--- src/rtl/lutram_mig_pkg.sv ---
// Shared definitions for the LUTRAM save/restore engine: the state encoding
// used by the controller.
package lutram_mig_pkg;

  localparam logic [1:0] ST_IDLE_ENC    = 2'd0;
  localparam logic [1:0] ST_SAVE_ENC    = 2'd1;
  localparam logic [1:0] ST_DRAIN_ENC   = 2'd2;
  localparam logic [1:0] ST_RESTORE_ENC = 2'd3;

  typedef enum logic [1:0] {
    IDLE    = ST_IDLE_ENC,
    SAVE    = ST_SAVE_ENC,
    DRAIN   = ST_DRAIN_ENC,
    RESTORE = ST_RESTORE_ENC
  } mig_state_e;

endpackage

--- src/rtl/mig_skid_fifo.sv ---
// Two-entry FIFO with valid/ready on both sides; absorbs the RAM read latency
// so the save stream can stall without losing or repeating words.
module mig_skid_fifo #(
  parameter int DATA_WIDTH = 32
) (
  input  logic                  clk,
  input  logic                  rst,
  input  logic                  in_valid,
  output logic                  in_ready,
  input  logic [DATA_WIDTH-1:0] in_data,
  output logic                  out_valid,
  input  logic                  out_ready,
  output logic [DATA_WIDTH-1:0] out_data,
  output logic [1:0]            count
);

  logic [DATA_WIDTH-1:0] mem [2];
  logic                  wr_ptr;
  logic                  rd_ptr;
  logic                  push;
  logic                  pop;

  assign in_ready  = (count != 2'd2);
  assign out_valid = (count != 2'd0);
  assign push      = in_valid && in_ready;
  assign pop       = out_valid && out_ready;
  assign out_data  = mem[rd_ptr];

  always_ff @(posedge clk or posedge rst) begin
    if (rst) begin
      wr_ptr <= 1'b0;
      rd_ptr <= 1'b0;
      count  <= 2'd0;
    end else begin
      if (push) wr_ptr <= ~wr_ptr;
      if (pop)  rd_ptr <= ~rd_ptr;
      count <= count + {1'b0, push} - {1'b0, pop};
    end
  end

  // Storage needs no reset; out_valid masks stale contents.
  always_ff @(posedge clk) begin
    if (push) mem[wr_ptr] <= in_data;
  end

endmodule

--- src/rtl/lutram_migrator.sv ---
// Save/restore engine in front of a lutram_w: user passthrough when idle,
// otherwise streams the whole RAM out (save) or refills it from a stream (restore).
module lutram_migrator
  import lutram_mig_pkg::*;
#(
  parameter int ADDR_WIDTH = 12,
  parameter int DATA_WIDTH = 32,
  parameter int WORDS      = 4096
) (
  input  logic                  clk,
  input  logic                  rst,
  input  logic                  save_start,
  input  logic                  restore_start,
  output logic                  busy,
  output logic                  done,
  output logic                  err,
  input  logic                  usr_we,
  input  logic [ADDR_WIDTH-1:0] usr_w_addr,
  input  logic [DATA_WIDTH-1:0] usr_w_data,
  input  logic [ADDR_WIDTH-1:0] usr_r_addr,
  output logic [DATA_WIDTH-1:0] usr_r_data,
  output logic                  usr_stall,
  output logic                  ram_we,
  output logic [ADDR_WIDTH-1:0] ram_w_addr,
  output logic [DATA_WIDTH-1:0] ram_w_data,
  output logic [ADDR_WIDTH-1:0] ram_r_addr,
  input  logic [DATA_WIDTH-1:0] ram_r_data,
  output logic                  m_valid,
  output logic [DATA_WIDTH-1:0] m_data,
  output logic                  m_last,
  input  logic                  m_ready,
  input  logic                  s_valid,
  input  logic [DATA_WIDTH-1:0] s_data,
  input  logic                  s_last,
  output logic                  s_ready
);

  localparam logic [ADDR_WIDTH-1:0] LAST_ADDR = ADDR_WIDTH'(WORDS - 1);

  mig_state_e            state;
  logic [ADDR_WIDTH-1:0] rd_addr;
  logic [ADDR_WIDTH-1:0] wr_addr;
  logic                  in_flight;
  logic                  in_flight_last;
  logic [1:0]            fifo_count;
  logic                  fifo_in_ready;
  logic [DATA_WIDTH:0]   fifo_out;
  logic                  fifo_pop;
  logic                  issue;
  logic                  s_accept;

  assign busy       = (state != IDLE);
  assign usr_stall  = busy;
  assign s_ready    = (state == RESTORE);
  assign s_accept   = s_valid && s_ready;
  assign usr_r_data = ram_r_data;
  assign fifo_pop   = m_valid && m_ready;
  assign m_data     = fifo_out[DATA_WIDTH-1:0];
  assign m_last     = m_valid && fifo_out[DATA_WIDTH];

  // A beat leaving the FIFO this cycle frees its slot, keeping the stream bubble-free.
  assign issue = (state == SAVE) &&
                 ((3'(fifo_count) + 3'(in_flight) - 3'(fifo_pop)) < 3'd2);

  always_comb begin
    ram_we     = 1'b0;
    ram_w_addr = wr_addr;
    ram_w_data = s_data;
    ram_r_addr = rd_addr;
    if (state == IDLE) begin
      ram_we     = usr_we;
      ram_w_addr = usr_w_addr;
      ram_w_data = usr_w_data;
      ram_r_addr = usr_r_addr;
    end else begin
      ram_we = s_accept;
    end
  end

  mig_skid_fifo #(
    .DATA_WIDTH(DATA_WIDTH + 1)
  ) u_fifo (
    .clk      (clk),
    .rst      (rst),
    .in_valid (in_flight && fifo_in_ready),
    .in_ready (fifo_in_ready),
    .in_data  ({in_flight_last, ram_r_data}),
    .out_valid(m_valid),
    .out_ready(m_ready),
    .out_data (fifo_out),
    .count    (fifo_count)
  );

  always_ff @(posedge clk or posedge rst) begin
    if (rst) begin
      state          <= IDLE;
      rd_addr        <= '0;
      wr_addr        <= '0;
      in_flight      <= 1'b0;
      in_flight_last <= 1'b0;
      done           <= 1'b0;
      err            <= 1'b0;
    end else begin
      done           <= 1'b0;
      in_flight      <= issue;
      in_flight_last <= issue && (rd_addr == LAST_ADDR);
      case (state)
        IDLE: begin
          if (save_start) begin
            state   <= SAVE;
            rd_addr <= '0;
            err     <= 1'b0;
          end else if (restore_start) begin
            state   <= RESTORE;
            wr_addr <= '0;
            err     <= 1'b0;
          end
        end
        SAVE: begin
          if (issue) begin
            if (rd_addr == LAST_ADDR) state <= DRAIN;
            else rd_addr <= rd_addr + 1'b1;
          end
        end
        DRAIN: begin
          // Finish on the cycle the final beat leaves, so done follows it directly.
          if (!in_flight &&
              (fifo_count == 2'd0 || (fifo_count == 2'd1 && fifo_pop))) begin
            done  <= 1'b1;
            state <= IDLE;
          end
        end
        RESTORE: begin
          if (s_accept) begin
            if (s_last != (wr_addr == LAST_ADDR)) err <= 1'b1;
            if (wr_addr == LAST_ADDR) begin
              done  <= 1'b1;
              state <= IDLE;
            end else begin
              wr_addr <= wr_addr + 1'b1;
            end
          end
        end
        default: state <= IDLE;
      endcase
    end
  end

endmodule

--- config.mk ---
export PLATFORM = sky130hd
export DESIGN_NAME = lutram_migrator
export DESIGN_NICKNAME = d
export VERILOG_FILES = /design/src/rtl/lutram_mig_pkg.sv /design/src/rtl/mig_skid_fifo.sv /design/src/rtl/lutram_migrator.sv
export SDC_FILE = /design/constraint.sdc
export NUM_CORES = 1
export LEC_CHECK = 0
export ABC_CLOCK_PERIOD_IN_PS = 2790
export BUFFER_PORTS_ARGS = -buffer_cell sky130_fd_sc_hd__buf_2
export CORE_MARGIN = 2
export CORE_UTILIZATION = 40
export DETAILED_ROUTE_END_ITERATION = 7
export PLACE_DENSITY = 0.73
export SLEW_MARGIN = 20
export SYNTH_ARGS = -nofsm -noshare
export SYNTH_HDL_FRONTEND = slang
export SYNTH_SLANG_ARGS = --single-unit
--- constraint.sdc ---
create_clock -name clk -period 2.79 [get_ports clk]
set_input_delay 0 -clock clk [delete_from_list [all_inputs] [get_ports clk]]
set_output_delay 0 -clock clk [all_outputs]
set_load 0.1 [all_outputs]
* Yosys cells after proc, flatten, opt, wreduce, memory -nomap -nowiden *
Memory sizes are Yosys's and may differ from the RTL's.
Cells that the tools add are included.

storage, ports and cells
  input port bits = 128
  bits in writable memories = 66
  logic and storage cells = 93
  memories kept = 1
  output and inout bits = 128
  register bits after elaboration = 34

memory list
  name        words  bits a word  rd ports  clocked after Yosys merged registers in  write ports  RTL line             RTL
  u_fifo.mem  2      33           1         0                                        1            mig_skid_fifo.sv:17  logic [DATA_WIDTH-1:0] mem [2];

operators by class
  add/subtract/negate cells = 6
  equal/unequal tests = 20
  bitwise gates (word level) = 2
  muxes and demuxes = 32
  $lt $le $gt $ge = 1
  reduce and logical (&&, ||, !) cells = 21

operator list
  operator                 number
  $mux W12                 9
  $pmux W12 S2             2
  $mux W32                 1
  $add A12 B1 Y12 const B  2
  $eq A12 B12 Y1 const B   2
  $ne A2 B2 Y1 const B     8
  $mux W2                  7
  $mux W1                  10
  $logic_and A1 B1 Y1      9
  $ne A2 B1 Y1 const B     4
  $pmux W2 S4              1
  $reduce_and A4 Y1        2
  $reduce_bool A2 Y1       4
  $reduce_and A6 Y1        1
  $reduce_and A5 Y1        1
  $eq A2 B1 Y1 const B     2
  $eq A2 B2 Y1 const B     2
  $logic_not A2 Y1         2
  $pmux W1 S2              2
  $add A2 B1 Y3            1
  $lt A3 B2 Y1 const B     1
  $ne A3 B3 Y1 const B     1
  $sub A3 B1 Y3            1
  $add A2 B1 Y2            1
  5 further kinds          6

* Depth between registers and ports, before layout *
Gate-level depths: netlist of the first run.

  word-level depth = 7
  mapped depth = 12
  depth with buffers taken out = 11

* By module *
From an unflattened synthesis of the first run, not the netlist that was laid out.

second synthesis, totals
  cells, all modules = 420
  area total of the unflattened synthesis = 5415.2 um^2

by module, submodules not included
  module           area each (um^2)  instances  cells each  seq. area each (um^2)
  mig_skid_fifo    2710.1            1          121         2082.0
  lutram_migrator  2705.1            1          299         750.7

* Worst setup path before layout of the first run *
Ideal clock, no wire load.

  kind = register to output
  start = reg state[0]
  end = out ram_we
  stages on the path, launching flop included = 6
  required time = 2.790 ns
  arrival time = 3.981 ns
  path buffers = 2
  setup slack = -1.191 ns
  cell sequence = dfrtp_1 -> ha_1 -> clkbuf_1 -> clkbuf_1 -> nand2_1 -> o21ai_0

between the ends
  cells in the longest elaborated chain, start to end = 3
  elaborated cells between the ends (all ways) = 4
  classes of those cells = 1 x eq/ne; 1 x mux; 2 x reduce/logical

ends and longest elaborated chain
  what                    RTL line                RTL
  start, declared         lutram_migrator.sv:40   mig_state_e state;
  start signal, assigned  lutram_migrator.sv:96   state <= IDLE;
  start signal, assigned  lutram_migrator.sv:110  state <= SAVE;
  start signal, assigned  lutram_migrator.sv:114  state <= RESTORE;
  $eq A2 B2 Y1            lutram_migrator.sv:54   assign s_ready = (state == RESTORE);
  via s_ready             lutram_migrator.sv:35   output logic s_ready
  $logic_and A1 B1 Y1     lutram_migrator.sv:55   assign s_accept = s_valid && s_ready;
  $mux W1                 lutram_migrator.sv:70   if (state == IDLE) begin
  end, declared           lutram_migrator.sv:23   output logic ram_we,

The timed path passes the listed nets, and every way through them passes these cells.

* Worst setup path after layout of the first run *
  start = reg u_fifo.count[0]
  end = reg state[1]

between the ends
  cells in the longest elaborated chain, start to end = 7
  elaborated cells between the ends (all ways) = 14
  classes of those cells = 2 x add/sub; 1 x order compare; 3 x eq/ne; 8 x reduce/logical

ends and longest elaborated chain
  what                                                         RTL line                                       RTL
  start, declared                                              mig_skid_fifo.sv:14                            output logic [1:0] count
  start signal, assigned                                       mig_skid_fifo.sv:37                            count <= count + {1'b0, push} - {1'b0, pop};
  $reduce_bool A2 Y1 *                                         mig_skid_fifo.sv:24                            assign out_valid = (count != 2'd0);
  $logic_and A1 B1 Y1 *                                        lutram_migrator.sv:57                          assign fifo_pop = m_valid && m_ready;
  via fifo_pop                                                 lutram_migrator.sv:48                          logic fifo_pop;
  $sub A3 B1 Y3 / $logic_and A1 B1 Y1 (equally long branches)  lutram_migrator.sv:63, lutram_migrator.sv:128
  $lt A3 B2 Y1 / $logic_or A1 B1 Y1 (equally long branches)    lutram_migrator.sv:63, lutram_migrator.sv:128
  $logic_and A1 B1 Y1 (on tied branches)                       lutram_migrator.sv:62, lutram_migrator.sv:127
  $ne A2 B2 Y1 (no line)                                       n/a
  $reduce_and A6 Y1 (no line) *                                n/a

The timed path passes the listed nets; every way through them passes the cells marked *.
A chain may end at the register's enable or synchronous reset.

==> qor.csv, run 1 <==
metric;value;unit
status;complete, no violations;
P&R area growth vs syn;35.37;%
slew margin rel.;45.18;%
worst hold slack;50.13;ps
worst endpoint required time;3020;ps
CP max stage delay;420;ps
sequential share of the synthesized area;51.89;%
Nets;844;
Crit. End Element;flop;
Layout Skew;9.617;ps
clock sink count;100;
share of layout cells above drive strength 1;53.31;%
syn_nets;590;
top cells by area, synth;edfxtp_1 36%, mux2_2 17%, dfrtp_1 16%, buf_4 4.5%, ha_1 2.1%;
drt initial violations;296;
synthesized area;5459;um2
unrepaired setup endpoints after global routing;true;
P_leak;3.247;nW
Overall Global Routing Usage;17.94;%
CTS H-Tree Depth;3;
Root Buffer;clkbuf_16;
chip height;120.8;um
initial core utilization;41.06;%
Synth area leader;edfxtp_1;
clk_lat worst skew;330;ps
DR vias/cell;5.125;
max-slew violations;0;
Detail Placement HPWL;9734;um
IO Count;256;
CTS tree;built;
Placed Area;6718;um2
Async SR Flop Fraction;34.00;%
Post-synth EDFFs;66;
Register Area;2833;um2
max-cap violations;0;
count leader, synth;mux2_2;
first drt pass iteration count;4;
Period minus WS final;2682;ps
largest net degree at the start of global routing;52;
Fill cells;1130;
routed vias;4546;
Max Fanout on Critical Path;3;
# DRC;0;
Arr. time, crit path;2910;ps
gpl congestion;0.8215;
PwrDens;986.7;nW/um2
multi-input combinational cell area;2266;um2
total gr overflow;0;
final wirelength;13380;um
clock transition at the registers of the reported paths;70;ps
Synth cell types;53;
global-route wire length before repair;21110;um
type of origin of the critical path;flop;
Ant. Diodes;0;
Tightest Pin Transition;815.6;ps
final instance area;7390;um2
final hold vios;0;
CTS Buf Count;9;
FF-to-FF setup slack;110;ps
worst min path class;input port to flop;
Avg Cell Area, Syn;12.08;um2
Synth Register Bits;100;
standard-cell row count;42;
Fmax achieved;372.8;MHz
Final period util;96.14;%
antenna viol nets, final;0;
vias in the first global route;4466;
clk buf depth;2;
commonest cells in the netlist;83 x mux2_2, 66 x edfxtp_1, 34 x dfrtp_1;
Slowest cell on crit path;a2111o_1;
I/O Buffers;255;
Max IR drop VDD;0.4746;mV
initial antenna violation count;0;
worst-path cell chain;inv_2 > nand2_8 > and2_1 > ha_1 > inv_1 > nand2_1 > fa_1 > xnor2_2 > a21oi_2 > a2111o_1 > o211a_1;
Synth top area share;36.31;%
die area;14600;um2
top_reg_cell synth;edfxtp_1;
final setup vio count;0;
Post-Syn Instances;452;
DR WL/cell;15.09;um
post-route setup TNS;0;ps
Ys Warns;0;
Crit Path Class;flop to flop;
Die X;120.8;um
core area;13300;um2
[repair_timing]
action,4_1_cts,5_1_grt
endpoints found under the hold margin,99,0
hold buffers,34,0
endpoints found under the setup margin,11,25
gates resized for setup,1,5
pin swaps,1,0
setup buffers,2,0
[sequential cells by signal, indices dropped and copies added (netlist names)]
| register | flops |
|---|---|
| wr_addr | 12 |
| rd_addr | 12 |
| in_flight | 1 |
| done | 1 |
| state | 2 |
| u_fifo.mem | 66 |
| in_flight_last | 1 |
| u_fifo.wr_ptr | 1 |
| u_fifo.rd_ptr | 1 |
| u_fifo.count | 2 |
| err | 1 |
[cell type report]
| cell class | count | area share [%] |
|---|---|---|
| multi-input cells | 276 | 30.66 |
| clock buffers | 9 | 3.048 |
| inverters | 18 | 0.9143 |
| flip-flops and latches | 100 | 38.33 |
| clock inverters | 7 | 0.9143 |
| well taps | 176 | 2.980 |
| repair buffers | 301 | 23.15 |
[cells by family (layout without fill, tap and decap cells)]
| kind of cell | Yosys count | in the layout | share of synthesized area (%) |
|---|---|---|---|
| flops | 100 | 100 | 51.89 |
| buf+inv | 76 | 335 | 7.541 |
| fa+ha+maj | 10 | 10 | 2.430 |
| mux | 88 | 88 | 18.04 |
| simple gates | 103 | 103 | 10.66 |
| xor+xnor | 5 | 5 | 0.8023 |
| compound gates | 70 | 70 | 8.641 |
[worst max-delay path: cells and delay by family, from the launching register on]
kind	cells	cell delay [ps]
xor gates and xnor gates	1	220
buffers and inverters	2	190
AOI/OAI and AO/OA	3	780
adders and majority gates	2	680
DFF	1	400
and+or+nand+nor	3	300
[per-layer routing]
| layer | share of wire (%) | global-route usage, % |
|---|---|---|
| met1 | 40 | 21.24 |
| met2 | 52 | 32.48 |
| met3 | 7.2 | 3.774 |
| met4 | 0.81 | 5.305 |
| met5 | 0 | 0 |
[power by group]
| group | leakage [nW] | internal, W | total (W) | switching [W] |
|---|---|---|---|---|
| sequential | 1.02 | 0.00190 | 0.00203 | 0.000133 |
| clock | 0.133 | 0.000625 | 0.00119 | 0.000569 |
| combinational | 2.09 | 0.000926 | 0.00407 | 0.00314 |
[cells in the final DEF (no fill, tap or decap), types with 11 or more instances in the layout]
master	count
a31oi_1	16
buf_2	255
buf_4	11
dfrtp_1	34
dlygate4sd3_1	34
edfxtp_1	66
inv_1	16
mux2_2	83
nand2_1	26
nand3_1	13
o21ai_0	17
[stage by stage]
| step | instances | setup WS (ps) | util [%] | total power, W |
|---|---|---|---|---|
| floorplan | 452 | -556.7 | - | 0.005371 |
| global placement | 835 | -29.40 | 50.53 | 0.005919 |
| detailed placement | 835 | -198.1 | 50.53 | 0.005971 |
| CTS | 887 | 6.134 | 55.46 | 0.007301 |
| global route | 887 | -44.21 | 55.58 | 0.007608 |
| finish | 887 | 107.8 | 55.58 | 0.007291 |
[path summary, 6_finish.rpt]
check / from / to / cells past startpoint
worst min register to register: in_flight_last / u_fifo.mem[1][32] / 0
min in group asynchronous: rst / done / 4
worst max register to register: u_fifo.count[0] / state[1] / 11
worst max-delay path: u_fifo.count[0] / state[1] / 11
max in group asynchronous: rst / u_fifo.rd_ptr / 4
worst min-delay path: m_ready / u_fifo.rd_ptr / 3
Power figures use the tool's default switching activity.
==> run 2: changes to the inputs <==
--- a/config.mk
+++ b/config.mk
@@ -7,7 +7,6 @@
 export LEC_CHECK = 0
 export ABC_CLOCK_PERIOD_IN_PS = 2790
 export BUFFER_PORTS_ARGS = -buffer_cell sky130_fd_sc_hd__buf_2
-export CORE_MARGIN = 2
 export CORE_UTILIZATION = 40
 export DETAILED_ROUTE_END_ITERATION = 7
 export PLACE_DENSITY = 0.73
==> run 2 against run 1 <==
Worst hold slack got worse by 35 ps. Critical path type unchanged. Worst setup slack improved by 11 ps. Core utilization increased by 0.67 points. Global-route usage increased by 0.83 points. Sequential share of layout area decreased by 0.46 points. Total power increased by 3.7%. Combinational power increased by 4%. Routed wire length increased by 2.2%. Cell count increased by 0.56%. Largest power group unchanged. Flip-flop and latch count unchanged. Via count increased by 1.1%. Critical path depth increased by 1.
==> qor.csv, run 2 (synthesis results as in run 1) <==
metric;value;unit
Detail Placement HPWL;9561;um
Ant. Diodes;0;
Crit Path Class;flop to flop;
gpl congestion;0.8337;
Fmax achieved;374.4;MHz
routed vias;4594;
Setup crit start;u_fifo.count[1];
Layout Skew;9.128;ps
clock sink count;100;
P&R area growth vs syn;36.99;%
type of origin of the critical path;flop;
Nets;849;
Final period util;95.74;%
Hold Crit Start;m_ready;
Max Fanout on Critical Path;3;
standard-cell row count;42;
unrepaired setup endpoints after global routing;false;
most frequent cells in the layout;256 x buf_2, 83 x mux2_2, 66 x edfxtp_1;
final setup vio count;0;
CTS H-Tree Depth;3;
most common cell after layout, fill and taps aside;buf_2;
Die X;118.8;um
die area;14120;um2
global-route wire length before repair;21110;um
CTS tree;built;
chip height;118.8;um
initial core utilization;41.06;%
status;complete, no violations;
antenna viol nets, final;0;
# DRC;0;
max reg flops;66;
Arr. time, crit path;2890;ps
drt initial violations;299;
clock transition at the registers of the reported paths;70;ps
share of layout cells above drive strength 1;54.05;%
CTS Buf Count;9;
final hold vios;0;
slew margin rel.;41.63;%
vias in the first global route;4404;
clk_lat worst skew;340;ps
reg2reg start;u_fifo.count[1];
final instance area;7478;um2
max-cap violations;0;
top flop regs;u_fifo.mem (66), rd_addr (12), wr_addr (12);
DR vias/cell;5.150;
largest net degree at the start of global routing;42;
worst min path class;input port to flop;
I/O Buffers;255;
total gr overflow;0;
P_leak;3.295;nW
max-slew violations;0;
total power;0.007559;W
clk buf depth;2;
worst endpoint required time;3010;ps
Crit. End Element;flop;
DR WL/cell;15.33;um
Placed Area;6731;um2
final wirelength;13680;um
Root Buffer;clkbuf_16;
Overall Global Routing Usage;18.77;%
Period minus WS final;2671;ps
first drt pass iteration count;5;
Max IR drop VDD;0.7296;mV
most flop-heavy register;u_fifo.mem;
Tightest Pin Transition;868.3;ps
final core occ;56.25;%
IO Count;256;
initial antenna violation count;0;
PwrDens;1011;nW/um2
core area;13300;um2
[run 2: changes by cell type in the layout (fill, tap and decap cells not counted), moves of 2 or more]
cell / previous run / this run
and2_1: 6 / 4
bufinv_16: 0 / 2
buf_4: 11 / 14
clkinvlp_4: 3 / 0
[run 2: final cells by class]
| cell class | count | area [um2] |
|---|---|---|
| fillers | 1106 | 5817 |
| flip-flops and latches | 100 | 2833 |
| multi-input cells | 276 | 2285 |
| repair buffers | 306 | 1758 |
| clock buffers | 10 | 229.0 |
| well taps | 176 | 220.2 |
| clock inverters | 6 | 86.33 |
| inverters | 18 | 67.56 |
[run 2: critical path: stages (launching register included)]
cell and delay (ps):
dfrtp_1 400, inv_2 130, nand2_8 50, and2_4 170
ha_4 210, inv_2 50, nand2_1 80, fa_2 420
xnor2_2 200, a21oi_2 100, buf_4 140, a2111o_1 390
o211a_1 230
[run 2: metal layers]
| layer | share of wire [%] | track usage [%] | routed length (um) | vias up |
|---|---|---|---|---|
| met5 | 0 | 0 | 0 | - |
| met4 | 1.6 | 5.142 | 217 | 0 |
| met3 | 6.2 | 3.879 | 844 | 18 |
| met2 | 52 | 33.92 | 7088 | 225 |
| met1 | 40 | 22.51 | 5527 | 2174 |
| li1 | - | - | - | 2177 |
[run 2: path summary, 6_finish.rpt]
path,endpoint,depth (start not counted),slack [ps]
min,u_fifo.rd_ptr,3,20
max reg2reg,state[1],12,120
min in group asynchronous,wr_addr[3],4,320
max in group asynchronous,state[0],4,2150
min reg2reg,u_fifo.mem[0][32],0,440
max,state[1],12,120
[run 2: repair_timing]
item | in CTS | in global routing
buffers inserted | 0 | 6
resized for setup | 1 | 9
pin swaps | 0 | 4
cloned | 0 | 1
hold buffers | 34 | 0
endpoints found under the hold margin | 99 | 0
setup endpoints to repair | 1 | 12
[run 2: per-stage QoR]
stage	hold slack, ps	setup TNS [ps]	std cells	setup slack (ps)
2_1_floorplan	98.87	-2641	452	-556.7
3_3_place_gp	133.5	0	835	133.0
3_5_place_dp	139.8	0	835	32.85
4_1_cts	15.11	0	885	29.69
5_1_grt	18.44	0	892	2.354
6_report	15.17	0	892	119.0
[run 2: where the power goes]
part	leakage, nW	total (W)	internal, W	switching, W
Sequential	1.02	0.00204	0.00190	0.000137
Combinational	2.12	0.00422	0.00102	0.00320
Clock	0.154	0.00130	0.000786	0.000511
